File: src/rtl/button_debouncer.sv
// Purpose: synchronise a raw push-button pin and only follow it after STABLE_CYCLES steady clocks.
// Latency: SYNC_STAGES + STABLE_CYCLES clocks from first sampling edge to level change; no backpressure (free-running input).
// Define BUTTON_GLITCH_CNT_EN to add the saturating glitch_count output.
module button_debouncer #(
    parameter int STABLE_CYCLES = 500000,
    parameter int SYNC_STAGES   = 2,
    parameter int GLITCH_W      = 8
) (
    input  logic                clk,
    input  logic                reset_n,
    input  logic                button_in,
    output logic                level,
`ifdef BUTTON_GLITCH_CNT_EN
    output logic [GLITCH_W-1:0] glitch_count,
`endif
    output logic                busy
);

    localparam int CNT_W = $clog2(STABLE_CYCLES + 1);
    localparam logic [CNT_W-1:0] CNT_LAST = CNT_W'(STABLE_CYCLES - 1);

    generate
        if (STABLE_CYCLES < 1) begin : g_bad_stable
            $error("STABLE_CYCLES must be >= 1");
        end
        if (SYNC_STAGES < 2) begin : g_bad_sync
            $error("SYNC_STAGES must be >= 2");
        end
        if (GLITCH_W < 1) begin : g_bad_glitch
            $error("GLITCH_W must be >= 1");
        end
    endgenerate

    typedef enum logic [1:0] {
        IDLE_LOW  = 2'd0,
        WAIT_HIGH = 2'd1,
        IDLE_HIGH = 2'd2,
        WAIT_LOW  = 2'd3
    } state_t;

    state_t                 state;
    logic [CNT_W-1:0]       cnt;
    logic [SYNC_STAGES-1:0] sync;
    logic                   s;

    // Only the first sync flop ever looks at the raw pin.
    always_ff @(posedge clk or negedge reset_n) begin
        if (!reset_n) begin
            sync <= '0;
        end else begin
            sync <= {sync[SYNC_STAGES-2:0], button_in};
        end
    end

    assign s = sync[SYNC_STAGES-1];

    // An input change during WAIT wins over terminal count: abort without touching level.
    always_ff @(posedge clk or negedge reset_n) begin
        if (!reset_n) begin
            state <= IDLE_LOW;
            cnt   <= '0;
            level <= 1'b0;
`ifdef BUTTON_GLITCH_CNT_EN
            glitch_count <= '0;
`endif
        end else begin
            case (state)
                IDLE_LOW: begin
                    if (s) begin
                        state <= WAIT_HIGH;
                        cnt   <= '0;
                    end
                end
                WAIT_HIGH: begin
                    if (!s) begin
                        state <= IDLE_LOW;
`ifdef BUTTON_GLITCH_CNT_EN
                        if (glitch_count != '1) glitch_count <= glitch_count + 1'b1;
`endif
                    end else if (cnt == CNT_LAST) begin
                        state <= IDLE_HIGH;
                        level <= 1'b1;
                    end else begin
                        cnt <= cnt + 1'b1;
                    end
                end
                IDLE_HIGH: begin
                    if (!s) begin
                        state <= WAIT_LOW;
                        cnt   <= '0;
                    end
                end
                WAIT_LOW: begin
                    if (s) begin
                        state <= IDLE_HIGH;
`ifdef BUTTON_GLITCH_CNT_EN
                        if (glitch_count != '1) glitch_count <= glitch_count + 1'b1;
`endif
                    end else if (cnt == CNT_LAST) begin
                        state <= IDLE_LOW;
                        level <= 1'b0;
                    end else begin
                        cnt <= cnt + 1'b1;
                    end
                end
                default: begin
                    state <= IDLE_LOW;
                    cnt   <= '0;
                end
            endcase
        end
    end

    assign busy = (state == WAIT_HIGH) || (state == WAIT_LOW);

endmodule

File: config.mk
export PLATFORM = sky130hd
export DESIGN_NAME = button_debouncer
export DESIGN_NICKNAME = d
export VERILOG_FILES = /design/src/rtl/button_debouncer.sv
export SDC_FILE = /design/constraint.sdc
export NUM_CORES = 1
export LEC_CHECK = 0
export BUFFER_PORTS_ARGS = -buffer_cell sky130_fd_sc_hd__buf_2
export CAP_MARGIN = 30
export CELL_PAD_IN_SITES_DETAIL_PLACEMENT = 1
export CELL_PAD_IN_SITES_GLOBAL_PLACEMENT = 1
export CORE_MARGIN = 3
export CORE_UTILIZATION = 27
export CTS_BUF_LIST = sky130_fd_sc_hd__clkbuf_2
export DETAILED_ROUTE_END_ITERATION = 10
export PLACE_DENSITY_LB_ADDON = 0.1
export SLEW_MARGIN = 20
export SYNTH_ARGS = -nofsm -noshare
export SYNTH_HDL_FRONTEND = slang
export SYNTH_SLANG_ARGS = --single-unit
export TNS_END_PERCENT = 20
File: constraint.sdc
create_clock -name clk -period 2.5 [get_ports clk]
set_input_delay 0.125 -clock clk [delete_from_list [all_inputs] [get_ports clk]]
set_output_delay 0.125 -clock clk [all_outputs]
set_load 0.005 [all_outputs]
==> metrics.md <==
| Metric | Value |
|---|---|
| Reg-to-Reg Start | cnt[0] |
| CP Capture Type | register |
| Seq/Total Area, Yosys | 0.432 |
| Post-synth top flop | dfrtp_1 |
| Max incr delay on CP | 0.49 ns |
| Initial core utilization | 0.287 |
| Post-Layout Inst Area | 1560 um^2 |
| GPL Wtd Cong | 0.732 |
| Largest net degree at the start of global routing | 25 |
| Setup TNS | 0 ns |
| Final Power | 0.797 mW |
| CTS tree | built |
| Main combinational cell family by area after synthesis | simple AND/OR/NAND/NOR gates |
| Area Growth Syn to Fin | 11.9% |
| Crit path DAT | approximately 2.4 ns |
| Crit path launch | cnt[0] |
| Placeable Area | 4850 um^2 |
| # clock sinks | 24 |
| Syn. warnings | 0 |
| Final period util | 0.834 |
| RSZ-0062 raised after global routing | no |
| WS Path Type | reg -> reg |
| Via-to-Cell Ratio | 5.41 |
| Synth Area in Simple Gates | 0.262 |
| Cells after synthesis | 145 |
| Async SR Flop Fraction | 1.00 |
| Clock latency on the worst-skew pair | 0.35 ns |
| Die outline width | 77.8 um |
| First-pass GRT wire length | about 6.7 mm |
| Syn nets | 149 |
| Post-DP HPWL | approximately 2.7 mm |
| Layout cells sized above 1 | 0.118 |
| Pwr Density | 512 nW/um^2 |
| WP data required | 2.76 ns |
| Final net count | about 160 |
| # diodes | 0 |
| # IOs | 5 |
| Reg-to-Reg End | cnt[0] |
| Leak Pwr | 0.706 nW |
| Highest Clock Rate | 0.480 GHz |
| Max Slew Vio Count | 0 |
| Critical Path End | cnt[0] |
| H-tree Lvls | 1 |
| Routed Antenna Nets | 0 |
| Clk buf depth | 2 |
| DP Area | around 1500 um^2 |
| Post-synthesis xor/xnor area fraction | 0.0126 |
| Final setup fails | 0 |
| Mapped cell area | 1390 um^2 |
| GR Util All Layers | 0.140 |
| HP Class | in -> async |
| Post-synthesis adder-cell area fraction | 0.00900 |
| Rows | 25 |
| Number of global-route vias before repair | about 1300 |
| Post_cts resized | 0 |
| DR WL/cell | about 17 um |
| Max-slew headroom | 0.614 |
| Outcome | finished, final reports clean |
| Critical Path Fanout Max | 7 |
| DRT Wirelength | between 3 and 4 mm |
| Reg-to-reg slack, setup | between 0.4 and 0.5 ns |
| Inserted Clock Buffers | 3 |
| Syn avg cell area | 9.59 um^2 |
| Root Buffer | clkbuf_2 |
| Number of synthesized flops with an enable pin | 0 |
| Util after Layout | 0.321 |
| CP max stage cell | dfrtp_1 |
| Gr ovfl total | 0 |
| Filler instances | 570 |
| Port Buf Inserts | 4 |
| Worst-path cell chain | ha_1 -> nand4_2 -> or3_4 -> o21ai_4 -> inv_2 -> mux2_4 |
| Max-Cap Viols | 0 |
| Starting DRT DRC Count | 41 |
| CTS clk-pin slew, worst paths | 0.25 ns |
| Vias | 1184 |
| Initial antenna violation count | 0 |
| FF-to-FF path depth | 6 |
| Hold Violations, Final | 0 |
| Die Y-Extent | between 70 and 80 um |
| Worst Skew | between 0.008 and 0.009 ns |
| Count of state elements after synthesis | 24 |
| Worst setup SP type | register |
| Post-synthesis cell type count | 43 |
| Mux contribution to synthesized area | 0.0540 |
| Maximum vdd drop | 0.183 mV |
| # DRC | 0 |
| Post-layout minimum cycle time | 2.08 ns |
| DRT Pass-1 Iters | 4 |
| Slew @ Worst Pin | 0.579 ns |
| Die ar. | just over 6000 um^2 |
| Compound-Gate Fraction of Synth Area | 0.187 |
[kinds of logic (layout without fill, tap and decap cells)]
kind of cell | after synthesis | count (layout)
buffers and inverters | 14 | 21
xor gates and xnor gates | 2 | 2
and+or+nand+nor | 63 | 63
AOI/OAI and AO/OA | 34 | 34
adders and majority gates | 1 | 1
muxes | 7 | 7
DFF | 24 | 24
[layout by cell type, fill, tap and decap left out, types with 3 or more instances in the layout]
master,Yosys,layout
buf_2,0,4
a21o_1,4,4
nor4_1,7,7
buf_4,2,4
nor3_1,9,9
a31oi_1,3,3
inv_1,6,6
nand2_1,15,15
nand4_1,3,3
a211o_1,3,3
nand3_1,6,6
nor2_1,5,5
clkbuf_2,0,3
o21ai_0,4,4
dfrtp_1,24,24
a22o_1,3,3
mux2i_1,6,6
and3_1,6,6
a21oi_1,3,3
[per-stage QoR]
step	instances	hold slack, ns	setup WS (ns)
6_report	219	0.268	0.416
4_1_cts	219	0.263	0.415
5_1_grt	219	0.271	0.261
2_1_floorplan	145	-0.171	0.626
3_3_place_gp	213	0.162	0.533
3_5_place_dp	213	0.163	0.445
[where the power goes]
group          leakage, nW  switching (mW)  internal, mW
clock network       0.0266           0.125         0.138
logic                0.354          0.0496        0.0392
registers            0.325          0.0366         0.409
[flip-flops by register name, indices dropped and copies added, names as in the netlist, named ones only]
name   cells
state      1
cnt       19
level      1
sync       2
[layout make-up]
class | instances | area [um^2] | share of cell area
repair buffers | 10 | 70.1 | 0.0451
well taps | 67 | 83.8 | 0.0539
flip-flops and latches | 24 | 601 | 0.386
inverters | 7 | 26.3 | 0.0169
multi-input cells | 107 | 729 | 0.469
clock buffers | 3 | 15.0 | 0.00965
clock inverters | 1 | 30.0 | 0.0193
[synthesized netlist by cell type (3+ instances only)]
| cell | n | share of area |
|---|---|---|
| and3_1 | 6 | 0.027 |
| a22o_1 | 3 | 0.019 |
| a31oi_1 | 3 | 0.014 |
| nor4_1 | 7 | 0.032 |
| a21oi_1 | 3 | 0.011 |
| nor2_1 | 5 | 0.014 |
| nand4_1 | 3 | 0.014 |
| dfrtp_1 | 24 | 0.43 |
| nand2_1 | 15 | 0.041 |
| clkbuf_1 | 5 | 0.014 |
| nand3_1 | 6 | 0.022 |
| a211o_1 | 3 | 0.019 |
| nor3_1 | 9 | 0.032 |
| mux2i_1 | 6 | 0.043 |
| inv_1 | 6 | 0.016 |
| o21ai_0 | 4 | 0.014 |
| a21o_1 | 4 | 0.022 |
[worst min path at each step]
stage | start | to | slack [ns] | cells after the start
after global placement | reset_n | cnt[11] | 0.16 | 1
after detailed placement | reset_n | cnt[11] | 0.16 | 1
after global routing | reset_n | cnt[12] | 0.27 | 2
final | reset_n | cnt[11] | 0.27 | 2
after CTS | reset_n | cnt[11] | 0.26 | 2
after floorplan | reset_n | asynchronous set/reset pin | -0.17 | 0
[worst max-delay path, delay by kind of cell, from the launching register on]
| kind | cells | cell delay (ns) |
|---|---|---|
| buffers and inverters | 1 | 0.11 |
| DFF | 1 | 0.49 |
| adders and majority gates | 1 | 0.27 |
| AOI/OAI and AO/OA | 1 | 0.17 |
| and+or+nand+nor | 2 | 0.66 |
| muxes | 1 | 0.31 |
[per-layer routing]
layer | track usage | up-vias | share of wire | wire (um)
met3 | 0.0244 | 2 | 0.018 | 68
met5 | 0 | - | 0 | 0
li1 | - | 564 | - | -
met4 | 0.0409 | 0 | 0.0066 | 25
met2 | 0.237 | 6 | 0.49 | 1870
met1 | 0.182 | 612 | 0.48 | 1840
[what timing repair did]
action,CTS,global route
hold buffers,2,0
setup endpoints to repair,0,0
buffers inserted,0,0
endpoints found under the hold margin,25,0
Note: power is estimated with default switching activity, not from simulation.
